--- config.mk ---
export PLATFORM = sky130hd
export DESIGN_NAME = ocl_axil_reg_bridge
export DESIGN_NICKNAME = d
export VERILOG_FILES = /design/src/rtl/ocl_axil_reg_bridge.sv
export SDC_FILE = /design/constraint.sdc
export NUM_CORES = 1
export LEC_CHECK = 0
export BUFFER_PORTS_ARGS = -buffer_cell sky130_fd_sc_hd__buf_2
export CELL_PAD_IN_SITES_DETAIL_PLACEMENT = 0
export CELL_PAD_IN_SITES_GLOBAL_PLACEMENT = 1
export CORE_AREA = 2 2 119 150
export DETAILED_ROUTE_END_ITERATION = 10
export DIE_AREA = 0 0 121 152
export GPL_ROUTABILITY_DRIVEN = 0
export PLACE_DENSITY_LB_ADDON = 0.1
export SLEW_MARGIN = 10
export SYNTH_ARGS = -nofsm -noshare
export SYNTH_HDL_FRONTEND = slang
export SYNTH_SLANG_ARGS = --single-unit
--- constraint.sdc ---
create_clock -name clk_main_a0 -period 3.7 [get_ports clk_main_a0]
set_input_delay 0.37 -clock clk_main_a0 [delete_from_list [all_inputs] [get_ports clk_main_a0]]
set_output_delay 0.37 -clock clk_main_a0 [all_outputs]
set_load 0.05 [all_outputs]
--- src/rtl/ocl_axil_reg_bridge.sv ---
// rtl/ocl_axil_reg_bridge.sv - AXI4-Lite slave to single-cycle register strobe bridge
// Independent read/write FSMs; a saturating wait counter turns a silent backend into SLVERR.
module ocl_axil_reg_bridge #(
  parameter int          ADDR_W   = 32,
  parameter int          TIMEOUT  = 255,
  parameter logic [31:0] ERR_DATA = 32'hDEAD_BEEF
) (
  input  logic              clk_main_a0,
  input  logic              rst_main_n,
  input  logic              s_awvalid,
  output logic              s_awready,
  input  logic [ADDR_W-1:0] s_awaddr,
  input  logic              s_wvalid,
  output logic              s_wready,
  input  logic [31:0]       s_wdata,
  input  logic [3:0]        s_wstrb,
  output logic              s_bvalid,
  input  logic              s_bready,
  output logic [1:0]        s_bresp,
  input  logic              s_arvalid,
  output logic              s_arready,
  input  logic [ADDR_W-1:0] s_araddr,
  output logic              s_rvalid,
  input  logic              s_rready,
  output logic [31:0]       s_rdata,
  output logic [1:0]        s_rresp,
  output logic              reg_wr_en,
  output logic [ADDR_W-1:0] reg_wr_addr,
  output logic [31:0]       reg_wr_data,
  output logic [3:0]        reg_wr_strb,
  input  logic              reg_wr_ack,
  output logic              reg_rd_en,
  output logic [ADDR_W-1:0] reg_rd_addr,
  input  logic [31:0]       reg_rd_data,
  input  logic              reg_rd_valid
);

  localparam int              CNT_W   = $clog2(TIMEOUT + 1);
  localparam logic [CNT_W-1:0] CNT_MAX = CNT_W'(TIMEOUT);
  localparam logic [1:0]      RESP_OKAY   = 2'b00;
  localparam logic [1:0]      RESP_SLVERR = 2'b10;

  typedef enum logic [1:0] {W_COLLECT, W_ISSUE, W_WAIT, W_RESP} w_state_t;
  typedef enum logic [1:0] {R_IDLE, R_ISSUE, R_WAIT, R_RESP} r_state_t;

  w_state_t          w_state, w_next;
  r_state_t          r_state, r_next;
  logic              live;
  logic              aw_held, w_held, aw_hs, w_hs, w_done, w_tout;
  logic              ar_hs, r_done, r_tout;
  logic [CNT_W-1:0]  w_cnt, r_cnt;
  logic [ADDR_W-1:0] aw_addr_q, ar_addr_q;
  logic [31:0]       w_data_q, rdata_q;
  logic [3:0]        w_strb_q;
  logic [1:0]        bresp_q, rresp_q;

  // Readies stay low while in reset and rise on the first clock after release.
  always_ff @(posedge clk_main_a0 or negedge rst_main_n) begin
    if (!rst_main_n) begin
      live    <= 1'b0;
      w_state <= W_COLLECT;
      r_state <= R_IDLE;
    end else begin
      live    <= 1'b1;
      w_state <= w_next;
      r_state <= r_next;
    end
  end

  always_comb begin
    w_next    = w_state;
    s_awready = 1'b0;
    s_wready  = 1'b0;
    reg_wr_en = 1'b0;
    s_bvalid  = 1'b0;
    aw_hs     = 1'b0;
    w_hs      = 1'b0;
    w_done    = 1'b0;
    w_tout    = 1'b0;
    case (w_state)
      W_COLLECT: begin
        s_awready = live && !aw_held;
        s_wready  = live && !w_held;
        aw_hs     = s_awvalid && s_awready;
        w_hs      = s_wvalid && s_wready;
        if ((aw_held || aw_hs) && (w_held || w_hs)) w_next = W_ISSUE;
      end
      W_ISSUE, W_WAIT: begin
        reg_wr_en = (w_state == W_ISSUE);
        w_done    = reg_wr_ack;
        w_tout    = !reg_wr_ack && (w_cnt == CNT_MAX);
        w_next    = (w_done || w_tout) ? W_RESP : W_WAIT;
      end
      W_RESP: begin
        s_bvalid = 1'b1;
        if (s_bready) w_next = W_COLLECT;
      end
      default: w_next = W_COLLECT;
    endcase
  end

  always_comb begin
    r_next    = r_state;
    s_arready = 1'b0;
    reg_rd_en = 1'b0;
    s_rvalid  = 1'b0;
    r_done    = 1'b0;
    r_tout    = 1'b0;
    case (r_state)
      R_IDLE: begin
        s_arready = live;
        if (s_arvalid && live) r_next = R_ISSUE;
      end
      R_ISSUE, R_WAIT: begin
        reg_rd_en = (r_state == R_ISSUE);
        r_done    = reg_rd_valid;
        r_tout    = !reg_rd_valid && (r_cnt == CNT_MAX);
        r_next    = (r_done || r_tout) ? R_RESP : R_WAIT;
      end
      R_RESP: begin
        s_rvalid = 1'b1;
        if (s_rready) r_next = R_IDLE;
      end
      default: r_next = R_IDLE;
    endcase
  end

  assign ar_hs = s_arvalid && s_arready;

  // Wait counters restart while idle so they read zero on the issue cycle.
  always_ff @(posedge clk_main_a0 or negedge rst_main_n) begin
    if (!rst_main_n) begin
      aw_held   <= 1'b0;
      w_held    <= 1'b0;
      aw_addr_q <= '0;
      w_data_q  <= '0;
      w_strb_q  <= '0;
      w_cnt     <= '0;
      bresp_q   <= '0;
      ar_addr_q <= '0;
      r_cnt     <= '0;
      rdata_q   <= '0;
      rresp_q   <= '0;
    end else begin
      if (aw_hs) begin
        aw_held   <= 1'b1;
        aw_addr_q <= s_awaddr;
      end
      if (w_hs) begin
        w_held   <= 1'b1;
        w_data_q <= s_wdata;
        w_strb_q <= s_wstrb;
      end
      if (w_state == W_RESP && s_bready) begin
        aw_held <= 1'b0;
        w_held  <= 1'b0;
      end
      if (w_state == W_COLLECT)  w_cnt <= '0;
      else if (w_cnt != CNT_MAX) w_cnt <= w_cnt + 1'b1;
      if (w_done)      bresp_q <= RESP_OKAY;
      else if (w_tout) bresp_q <= RESP_SLVERR;

      if (ar_hs) ar_addr_q <= s_araddr;
      if (r_state == R_IDLE)     r_cnt <= '0;
      else if (r_cnt != CNT_MAX) r_cnt <= r_cnt + 1'b1;
      if (r_done) begin
        rdata_q <= reg_rd_data;
        rresp_q <= RESP_OKAY;
      end else if (r_tout) begin
        rdata_q <= ERR_DATA;
        rresp_q <= RESP_SLVERR;
      end
    end
  end

  assign reg_wr_addr = aw_addr_q;
  assign reg_wr_data = w_data_q;
  assign reg_wr_strb = w_strb_q;
  assign reg_rd_addr = ar_addr_q;
  assign s_bresp     = bresp_q;
  assign s_rdata     = rdata_q;
  assign s_rresp     = rresp_q;

endmodule

* Word level (Yosys, flattened, before mapping)
Index checks and enable logic that the tools add are counted.
** Word-level totals
- Word-level logic and storage cells :: 95
- Output and inout bits :: 143
- Flip-flop bits (word level) :: 159
** Operators by class
- $add $sub $neg :: 2
- Muxes and demuxes :: 35
- Eq/ne operators :: 14
- Reductions and logical operators :: 30
** Operators by type and width (count)
- two-way mux 32 bit :: 2
- two-way mux 8 bit :: 4
- two-way mux 1 bit :: 19
- adder 8 x 1 -> 8 bit, second input constant :: 2
- == test 8 bit, second input constant :: 2
- two-way mux 2 bit :: 8
- inequality test 8 bit, second input constant :: 2
- case mux 2 bit (3 select lines) :: 2
- nonzero test 2 bit :: 6
- logical AND 1 bit :: 10
- == test 2 bit, second input constant :: 4
- inequality test 2 bit, second input constant :: 4
- == test 2 x 1 -> 1 bit, second input constant :: 2
- logical NOT 1 bit :: 4
- logical NOT 2 bit :: 2
- logical OR 1 bit :: 4
- AND reduction 2 bit :: 2
- OR reduction 2 bit :: 2

* Depth between registers and ports, before layout
- Depth after elaboration :: 7
- Gate-level depth with buffers :: 7

* Worst setup path before layout
OpenSTA, ideal clock, no wires.
- Kind :: register to register
- Start :: register r_state[0]
- End :: register ar_addr_q[0], in the netlist reg_rd_addr[0]
- Slack :: 1.928 ns
- Buffers on the path :: 1
- Stages on the path, launching flop included :: 7
- Arrival :: 1.648 ns
- Cells stage by stage :: dfrtp_1 > inv_1 > ha_1 > and2_1 > nand2_2 > buf_4 > mux2_2
** On the way
- Word-level cells in the longest chain between the ends :: 3
** Ends and longest elaborated chain
- from (decl) :: RTL line 47 : r_state_t r_state, r_next;
- from (signal assigned) :: RTL line 66 : r_state <= r_next;
- logical NOT 2 bit :: RTL line 109 : case (r_state)
- two-way mux 1 bit :: RTL line 109
- via s_arready :: RTL line 21 : output logic s_arready,
- logical AND 1 bit :: RTL line 128 : assign ar_hs = s_arvalid && s_arready;
- to (signal assigned) :: RTL line 163 : if (ar_hs) ar_addr_q <= s_araddr;
- to (decl) :: RTL line 52 : logic [ADDR_W-1:0] aw_addr_q, ar_addr_q;
The timed path passes the listed nets, and every way through them passes these cells.
A chain may end at the register's enable or synchronous reset.

* Worst setup path in the final report
- Start :: register w_state[1]
- End :: output port s_wready
** On the way
- Word-level cells in the longest chain between the ends :: 2
** Ends and longest elaborated chain
- from (decl) :: RTL line 46 : w_state_t w_state, w_next;
- from (signal assigned) :: RTL line 65 : w_state <= w_next;
- logical NOT 2 bit :: RTL line 80 : case (w_state)
- two-way mux 1 bit :: RTL line 80
- to (decl) :: RTL line 14 : output logic s_wready,
No other way between the ends.

==> flow_summary.ini <==
[routing]
drt_iter0_markers = 250
antenna_left = 0
vias = 4898
drt-total-wl_mm = 16.9
dr.pass1.iters = 4
viasPerCell = 4.84
drc = 0
wire_per_inst_um = 16.7

[synthesis]
ys_types = 39
yosys.area_share.simple_pct = 9.20
postSynthCellCount = 499
synth-seq-area-share_pct = 60.3
syn-cell-area_um2 = 6520
syn_area_per_cell_um2 = 13.1
synthMuxAreaShare_pct = 19.7
synth_fa_ha_area_share_pct = 1.54
synth_top_family_by_area = multiplexers
ys_ff_latch = 157
synth-xor-area-share_pct = 0
yosysWarnings = 0
synth_compound_area_share_pct = 5.78

[pwr]
p_int_uw = 4900
p_comb_share_pct = 53.0
p_clk_share_pct = 16.7
p_switching_uw = 4860
peakVddDrop_uv = 421
p_sw_share_pct = 49.8
p_leak_uw = 0.00436
seqPwrFrac_pct = 30.3
p_per_area_nw_per_um2 = 1130

[cells_and_area]
syn2layout_area_growth_pct = 32.1
regArea_um2 = 3930
fillerInstances = 1550
antenna_cells = 0
drive_above_1_share_pct = 53.4
multiInputGateArea_um2 = 2370
finalNetCount = 924

[sta]
hold_viol_final = 0
relSlewSlack_pct = 20.4
setup_tns_ns = 0
period_needed_ns = 2.38
period_share_pct = 64.4
rsz0062_at_grt = false
finalSetupViolCount = 0
timing.fmax_mhz = 420
slew_viol_final = 0
fin_skew_ns = 0.0109
worst_slew_pin_slew_ns = 1.19
worst_slack_ns = 1.32

[outcome]
status = finished clean

[critical_path]
slowest_delay_ns = 0.41
crit_path_end_kind = output port
critical_path_class = reg2out
crit_arrival_ns = 2.01
cp_slowest_cell = ha_1
cp_cell_sequence = inv_1, ha_1, nor2b_4, and2_1, buf_2
cp-start-kind = flip-flop
cp_max_fo = 11
cp.required_ns = 3.33

[cts]
clockBufferDepth = 2
cts.sinks = 157
worstSkewPairLatency_ns = 0.41
ctsResizeCount = 0
holdBufCountCts = 0
cts_tree = done
postCtsSetupBuffers = 0
clockRootBuffer = clkbuf_16
cts_buffers = 17
h-tree-depth = 4
clk_pin_slew_worst_paths_ns = 0.06

[run]
cap_violations = 0

[global_routing]
grt_pass1_wl_mm = 26.4
grt_max_degree = 97
first_global_vias = 5009
track_usage_pct = 18.3
grt_antenna_before_repair = 0
overflow = 0

[floorplan]
std_cell_rows = 54
io-pin-count = 284
die_area_um2 = 18400
die_w_um = 121
design.core.area_um2 = 17100
die_h_um = 152
start_util_pct = 38.1

[place]
post-place-ws_ns = 1.38
dp_hpwl_mm = 12.3
io_buffer_count = 281

[worst_hold_path]
holdCritPathClass = in2async
## cell usage after synthesis, drive strengths merged
library cell	count	area [µm²]
o221ai	1	8.76
nand3	9	62.6
nor4b	1	8.76
and4	2	17.5
and2	4	25.0
ha	8	100
o21bai	2	15.0
mux2	104	1280
conb	2	7.51
a31oi	8	50.1
or4	1	7.51
nor2b	2	20.0
a211oi	4	30.0
nand2	27	104
buf	21	158
nor2	49	184
clkbuf	6	22.5
and3	4	25.0
a222oi	1	10.0
a21boi	2	15.0
nand2b	3	18.8
nor4	4	25.0
a32o	1	10.0
and2b	1	7.51
a21oi	33	165
nor3	11	55.1
inv	11	41.3
nand4	5	31.3
o21ai	13	65.1
o21a	1	7.51
nor3b	1	7.51
dfrtp	157	3930
## cell type report
class,instances,area share [%]
flip-flops and latches,157,45.6
clock buffers,21,5.35
clock inverters,10,1.05
repair buffers,283,16.7
multi-input cells,305,27.5
well taps,224,3.25
inverters,11,0.479
## layout by cell type, fill, tap and decap left out, types with 2 or more instances in the layout
cell type,synthesis,layout
nand2_1,26,26
o21ai_0,13,13
nand4_1,5,5
dfrtp_1,157,157
mux2_4,30,30
a21oi_1,33,33
and2_1,4,4
ha_1,8,8
mux2_2,74,74
and4_1,2,2
a211oi_1,4,4
clkbuf_8,0,2
nand3_1,7,7
nor3_1,11,11
clkbuf_1,6,2
a21boi_0,2,2
nor2_1,49,49
nor4_1,4,4
o21bai_1,2,2
and3_1,4,4
clkbuf_16,0,17
conb_1,2,3
clkinv_2,0,4
clkinvlp_4,0,3
buf_2,9,280
nand2b_1,3,3
inv_1,11,11
a31oi_1,8,8
## critical path: cells and delay by family (launching register included)
family	cells	cell delay (ns)
flip-flops	1	0.39
adder cells (fa/ha/maj)	1	0.41
buffers and inverters	2	0.37
AND/OR/NAND/NOR	2	0.43
## worst paths after layout
| path | from | end | cells after the start | slack [ns] |
|---|---|---|---|---|
| setup / recovery | w_state[1] | s_wready | 5 | 1.32 |
| hold / removal | rst_main_n | reg_wr_data[3] | 1 | 0.03 |
| setup reg to reg | w_state[1] | reg_wr_data[2] | 5 | 1.38 |
| hold reg to reg | s_rresp[1] | s_rresp[1] | 1 | 0.49 |
| max in group asynchronous | rst_main_n | reg_rd_addr[4] | 2 | 2.75 |
| min in group clk_main_a0 | reg_rd_data[14] | s_rdata[14] | 3 | 0.15 |
## flip-flops by register name (all words and copies together), names as in the netlist, 2 cells and up
register     count
r_cnt            8
reg_wr_data     32
r_state          2
reg_wr_addr     32
reg_wr_strb      4
reg_rd_addr     32
s_rdata         32
w_state          2
w_cnt            8
## through the flow
stage / total power, µW / area (µm²) / instances / utilization [%] / hold WS, ns
after CTS: 9860 / 8610 / 1011 / 50.4 / 0.0910
final: 9760 / 8610 / 1011 / 50.4 / 0.0315
after floorplan: 6950 / 6520 / 500 / - / 0.0744
after global routing: 10300 / 8610 / 1011 / 50.4 / 0.0973
after global placement: 8100 / 8060 / 980 / 47.2 / 0.480
after detailed placement: 8200 / 8060 / 980 / 47.2 / 0.484
## metal layers
metal | up-vias | share of wire (%) | global-route usage (%) | wire length (µm)
li1 | 2281 | - | - | -
met1 | 2370 | 40 | 21.1 | 6690
met2 | 226 | 49 | 30.9 | 8360
met3 | 21 | 8.9 | 6.46 | 1510
met4 | 0 | 1.9 | 7.03 | 329
met5 | - | 0 | 0 | 0
## kinds of logic after synthesis
kind of cell               after synthesis
buffers and inverters                   38
muxes                                  104
AOI/OAI and AO/OA                       66
DFF                                    157
adders and majority gates                8
other                                    2
and+or+nand+nor                        124
## power groups by stage
stage	Clock (µW)	Combinational (µW)	Sequential (µW)
floorplan	0	1490	5450
global placement	0	5160	2940
detailed placement	0	5220	2980
CTS	1680	5220	2960
global route	1750	5450	3060
finish	1630	5180	2950
Note: power is estimated with default switching activity, not from simulation.
